[config.mk]
export PLATFORM = sky130hd
export DESIGN_NAME = instr_sequencer
export DESIGN_NICKNAME = d
export VERILOG_FILES = /design/src/rtl/instr_sequencer.sv
export SDC_FILE = /design/constraint.sdc
export NUM_CORES = 1
export LEC_CHECK = 0
export CAP_MARGIN = 40
export CORE_MARGIN = 2
export CORE_UTILIZATION = 30
export CTS_BUF_LIST = sky130_fd_sc_hd__clkbuf_8 sky130_fd_sc_hd__clkbuf_16
export DETAILED_ROUTE_END_ITERATION = 7
export PLACE_DENSITY = 0.62
export SYNTH_ARGS = -nofsm -noshare
export SYNTH_HDL_FRONTEND = slang
export SYNTH_SLANG_ARGS = --single-unit
[constraint.sdc]
create_clock -name clk -period 4.2 [get_ports clk]
set_input_delay 0.84 -clock clk [delete_from_list [all_inputs] [get_ports clk]]
set_output_delay 0.84 -clock clk [all_outputs]
set_load 0.005 [all_outputs]
[src/rtl/instr_sequencer.sv]
// Three-state control sequencer (IDLE/DECODE/EXEC) for a reduced RV32I subset.
// Decodes ADDI/ADD/SUB/BNE into datapath controls and tracks PC and retire count.
module instr_sequencer #(
  parameter int                    Address_Width = 5,
  parameter int                    Data_Width    = 32,
  parameter logic [Data_Width-1:0] RESET_PC      = '0
) (
  input  logic                     clk,
  input  logic                     rst,
  input  logic                     instr_valid,
  input  logic [Data_Width-1:0]    instr,
  output logic                     instr_ready,
  input  logic                     eq,
  output logic [Address_Width-1:0] rs1,
  output logic [Address_Width-1:0] rs2,
  output logic [Address_Width-1:0] rd,
  output logic                     en,
  output logic                     ALUSrc,
  output logic [Data_Width-1:0]    ImmOp,
  output logic                     ALU_ctrl,
  output logic [Data_Width-1:0]    pc,
  output logic                     illegal,
  output logic [31:0]              retired
);

  typedef enum logic [1:0] {IDLE, DECODE, EXEC} state_t;

  state_t                   state_q, state_d;
  logic [Address_Width-1:0] rs1_q, rs1_d, rs2_q, rs2_d, rd_q, rd_d;
  logic                     alusrc_q, alusrc_d, aluctrl_q, aluctrl_d;
  logic [Data_Width-1:0]    imm_q, imm_d, pc_q, pc_d;
  logic                     wr_q, wr_d, bne_q, bne_d, ill_q, ill_d, illegal_q, illegal_d;
  logic [31:0]              retired_q, retired_d;

  // Combinational decode of the word on the bus; latched on the handshake edge
  logic [Address_Width-1:0] dec_rs1, dec_rs2, dec_rd;
  logic                     dec_alusrc, dec_aluctrl, dec_wr, dec_bne, dec_ill;
  logic [Data_Width-1:0]    dec_imm;
  logic [6:0]               opcode, f7;
  logic [2:0]               f3;

  always_comb begin
    opcode      = instr[6:0];
    f3          = instr[14:12];
    f7          = instr[31:25];
    dec_rs1     = '0;
    dec_rs2     = '0;
    dec_rd      = '0;
    dec_alusrc  = 1'b0;
    dec_aluctrl = 1'b0;
    dec_imm     = '0;
    dec_wr      = 1'b0;
    dec_bne     = 1'b0;
    dec_ill     = 1'b0;
    if (opcode == 7'b0010011 && f3 == 3'b000) begin
      dec_rs1    = Address_Width'(instr[19:15]);
      dec_rd     = Address_Width'(instr[11:7]);
      dec_alusrc = 1'b1;
      dec_imm    = {{(Data_Width-12){instr[31]}}, instr[31:20]};
      dec_wr     = 1'b1;
    end else if (opcode == 7'b0110011 && f3 == 3'b000 &&
                 (f7 == 7'b0000000 || f7 == 7'b0100000)) begin
      dec_rs1     = Address_Width'(instr[19:15]);
      dec_rs2     = Address_Width'(instr[24:20]);
      dec_rd      = Address_Width'(instr[11:7]);
      dec_aluctrl = f7[5];
      dec_wr      = 1'b1;
    end else if (opcode == 7'b1100011 && f3 == 3'b001) begin
      dec_rs1     = Address_Width'(instr[19:15]);
      dec_rs2     = Address_Width'(instr[24:20]);
      dec_aluctrl = 1'b1;
      dec_imm     = {{(Data_Width-13){instr[31]}}, instr[31], instr[7],
                     instr[30:25], instr[11:8], 1'b0};
      dec_bne     = 1'b1;
    end else begin
      dec_ill = 1'b1;
    end
  end

  always_comb begin
    state_d   = state_q;
    rs1_d     = rs1_q;
    rs2_d     = rs2_q;
    rd_d      = rd_q;
    alusrc_d  = alusrc_q;
    aluctrl_d = aluctrl_q;
    imm_d     = imm_q;
    wr_d      = wr_q;
    bne_d     = bne_q;
    ill_d     = ill_q;
    pc_d      = pc_q;
    retired_d = retired_q;
    illegal_d = 1'b0;
    case (state_q)
      IDLE: if (instr_valid) begin
        state_d   = DECODE;
        rs1_d     = dec_rs1;
        rs2_d     = dec_rs2;
        rd_d      = dec_rd;
        alusrc_d  = dec_alusrc;
        aluctrl_d = dec_aluctrl;
        imm_d     = dec_imm;
        wr_d      = dec_wr;
        bne_d     = dec_bne;
        ill_d     = dec_ill;
      end
      DECODE: state_d = EXEC;
      EXEC: begin
        state_d   = IDLE;
        pc_d      = (bne_q && !eq) ? pc_q + imm_q : pc_q + Data_Width'(4);
        retired_d = retired_q + 32'd1;
        illegal_d = ill_q;
      end
      default: state_d = IDLE;
    endcase
  end

  always_ff @(posedge clk) begin
    if (rst) begin
      state_q   <= IDLE;
      rs1_q     <= '0;
      rs2_q     <= '0;
      rd_q      <= '0;
      alusrc_q  <= 1'b0;
      aluctrl_q <= 1'b0;
      imm_q     <= '0;
      wr_q      <= 1'b0;
      bne_q     <= 1'b0;
      ill_q     <= 1'b0;
      pc_q      <= RESET_PC;
      retired_q <= '0;
      illegal_q <= 1'b0;
    end else begin
      state_q   <= state_d;
      rs1_q     <= rs1_d;
      rs2_q     <= rs2_d;
      rd_q      <= rd_d;
      alusrc_q  <= alusrc_d;
      aluctrl_q <= aluctrl_d;
      imm_q     <= imm_d;
      wr_q      <= wr_d;
      bne_q     <= bne_d;
      ill_q     <= ill_d;
      pc_q      <= pc_d;
      retired_q <= retired_d;
      illegal_q <= illegal_d;
    end
  end

  assign instr_ready = (state_q == IDLE);
  // Writes to x0 are suppressed here so the register file never sees them
  assign en       = (state_q == EXEC) && wr_q && (rd_q != '0);
  assign rs1      = rs1_q;
  assign rs2      = rs2_q;
  assign rd       = rd_q;
  assign ALUSrc   = alusrc_q;
  assign ALU_ctrl = aluctrl_q;
  assign ImmOp    = imm_q;
  assign pc       = pc_q;
  assign retired  = retired_q;
  assign illegal  = illegal_q;

endmodule

==> out/metrics.cfg <==
[status]
status = completed

[critical_path]
crit_family = compound AO/OA/AOI/OAI gates
cp-end-kind = register
crit_path_frequent_cell = a2111oi_0
cpPeakStageDelay_ns = 0.75
crit_buf_inv = 1
required_ns = 4.43
path_class = reg -> reg
cp-start-kind = register
crit_slowest_cell = dfxtp_1
critPathArrivalTime_ns = 3.52
crit_path_cell_trace = buf_4, ha_1, a2111oi_0, o221ai_1, o31ai_1, xor2_1, a2111oi_0
crit_path_max_fanout = 28

[floorplanning]
die_x_microns = 149
start_util_pct = 30.3
die_h_microns = 149
io_pins = 152
dieArea_sq_um = 22200
rows = 53
design.core.area_sq_um = 20800

[global_route]
grt_pass1_vias = 5991
grt_antenna_before_repair = 0
grt_remaining_overflow = 0
grt_use_total_pct = 17.2
grt_pass1_wl_microns = 31300
grt_max_degree = 77

[timing]
min_period_ns = 3.29
setup_tns_ns = 0
fin_ws_ns = 0.914
hold_violations = 0
drv_slew = 0
period_share_pct = 78.2
finalSetupViolations = 0
worst_pin_slew_ns = 0.913
holdWs_ns = 0.458
rsz0062_at_grt = no
max_slew_margin_pct = 38.6
fmax_mhz = 304
fin_worst_skew_ns = 0.0108

[power]
power_leakage_nw = 2.90
p_per_area_nw_per_um2 = 237
finalPower_mw = 1.96
irDropWorstVdd_v = 0.000236

[place]
hpwlAfterDp_microns = 14000
post-place-ws_ns = 0.888
port_buffers = 151
place_area_sq_um = 7950
place_congestion = 0.849

[detailed_routing]
drtIter0Drc = 450
vias = 6406
wl_per_cell_microns = 15.8
drt-pass1-iter-count = 5
drc_errors = 0
wl_microns = 19100
avgViaCountPerCell = 5.31
final_antenna_net_count = 0

[clocking]
cts_sinks = 100
hold_buffers = 0
insertion_delay_ns = 0.36
cts_tree = done
tritoncts.num_buffers = 9
cts_resized = 0
clkSlewWorstSetupHoldPaths_ns = 0.08
cts_max_path_buffers = 2
clockRootBuffer = clkbuf_16
postCtsSetupBuffers = 0
cts_max_level = 3

[synth]
synth_top_cell_area_share_pct = 31.7
yosys_warnings = 0
synth_fa_ha_area_share_pct = 6.85
synth_cell_types = 71
avgSynthCellArea_sq_um = 7.73
synthTopCellsByCount = dfxtp_1 (100), nor2_1 (98), a21oi_1 (80)
synth_edf_count = 0
yosys.area_share.xor_xnor_pct = 6.38
synth.most_common_cell = dfxtp_1
ys_async_sr_fraction_pct = 0
synthMuxAreaShare_pct = 0.158
synth-compound-area-share_pct = 23.3
syn_inst = 817
synth_top_area_cell = dfxtp_1
netlist_area_sq_um = 6320
ys.flop_type = dfxtp_1
netlist_top_cells_area = dfxtp_1 (32%), ha_1 (6.5%), a21oi_1 (6.3%), nor2_1 (5.8%), nand2_1 (4.4%)
synth-seq-cells = 100
synth-seq-area-share_pct = 31.7
synth_top_family_by_area = simple AND/OR/NAND/NOR gates
synth.net_count = 887
synth-simple-area-share_pct = 25.9

[finish]
num-nets-final = 996
final_area_sq_um = 8260
layout-drive-gt1-share_pct = 4.40
syn_to_final_growth_pct = 30.8
antennaDiodeCount = 0

[min_path]
hp-class = reg -> reg

[flow_run]
drv_cap = 0

worst reg2reg max path, cell delays in order (launching register included):
cell	delay (ns)
dfxtp_1	0.75
buf_4	0.40
ha_1	0.38
a2111oi_0	0.46
o221ai_1	0.21
o31ai_1	0.43
xor2_1	0.13
a2111oi_0	0.40
per-stage QoR:
step,instances,utilization (%)
final,1206,39.7
after global routing,1206,39.7
after CTS,1206,39.7
after detailed placement,1190,38.2
after global placement,1189,38.1
after floorplan,817,-
cells in the final DEF, fill, tap and decap left out, drive strengths merged, types with 5 or more instances in the layout:
master         count
clkdlybuf4s50    150
dfxtp            100
nor2              98
a21oi             80
nand2             74
nand3             45
o21ai             43
ha                33
xor2              27
nor3              25
nand4             19
xnor2             19
a22oi             17
inv               13
a21o              12
buf               12
nor4              11
or3               11
a211oi            10
a221oi             9
clkbuf             9
and3               8
nor2b              8
a31oi              7
a2111oi            7
and4               6
o21a               5
o31ai              5
o22ai              5
clkinv             5
cells by family after synthesis:
logic type	after synthesis
and+or+nand+nor	330
muxes	1
xor gates and xnor gates	46
DFF	100
buffers and inverters	75
adders and majority gates	34
AOI/OAI and AO/OA	231
state kept, by name, summed over array words and instances, names as in the netlist:
signal / flops
ALUSrc: 1
ill_q: 1
rd: 5
retired: 32
ImmOp: 13
state_q: 2
rs2: 5
ALU_ctrl: 1
wr_q: 1
bne_q: 1
pc: 32
rs1: 5
illegal: 1
layer usage:
layer  wire length, microns  vias to the layer above  GRT usage, %
li1                       -                     3184             -
met3                   1360                       12          4.68
met1                   9030                     3001          23.6
met5                      0                        -             0
met4                    155                        0          3.81
met2                   8520                      209          27.1
power breakdown:
part | internal [mW] | switching, mW
combinational | 0.0601 | 0.0690
clock | 0.428 | 0.437
sequential | 0.954 | 0.00817
cell type report:
class                   count  area (sq um)
well taps                 275           344
repair buffers            162          1600
flip-flops and latches    100          2000
clock inverters             7          91.3
clock buffers               9           225
fillers                  2177         12600
multi-input cells         642          3960
inverters                  11          41.3
worst paths after layout:
path                                              start                      end  slack (ns)  depth (start not counted)
worst min register to register  state_q[1]$_SDFFE_PP0P_  state_q[1]$_SDFFE_PP0P_        0.46                          1
worst max register to register   ImmOp[30]$_SDFFE_PP0P_      pc[29]$_SDFFE_PP0P_        0.91                          7
worst min-delay path            state_q[1]$_SDFFE_PP0P_  state_q[1]$_SDFFE_PP0P_        0.46                          1
worst max-delay path             ImmOp[30]$_SDFFE_PP0P_      pc[29]$_SDFFE_PP0P_        0.91                          7
No activity file was read; power rests on OpenSTA's default activity.
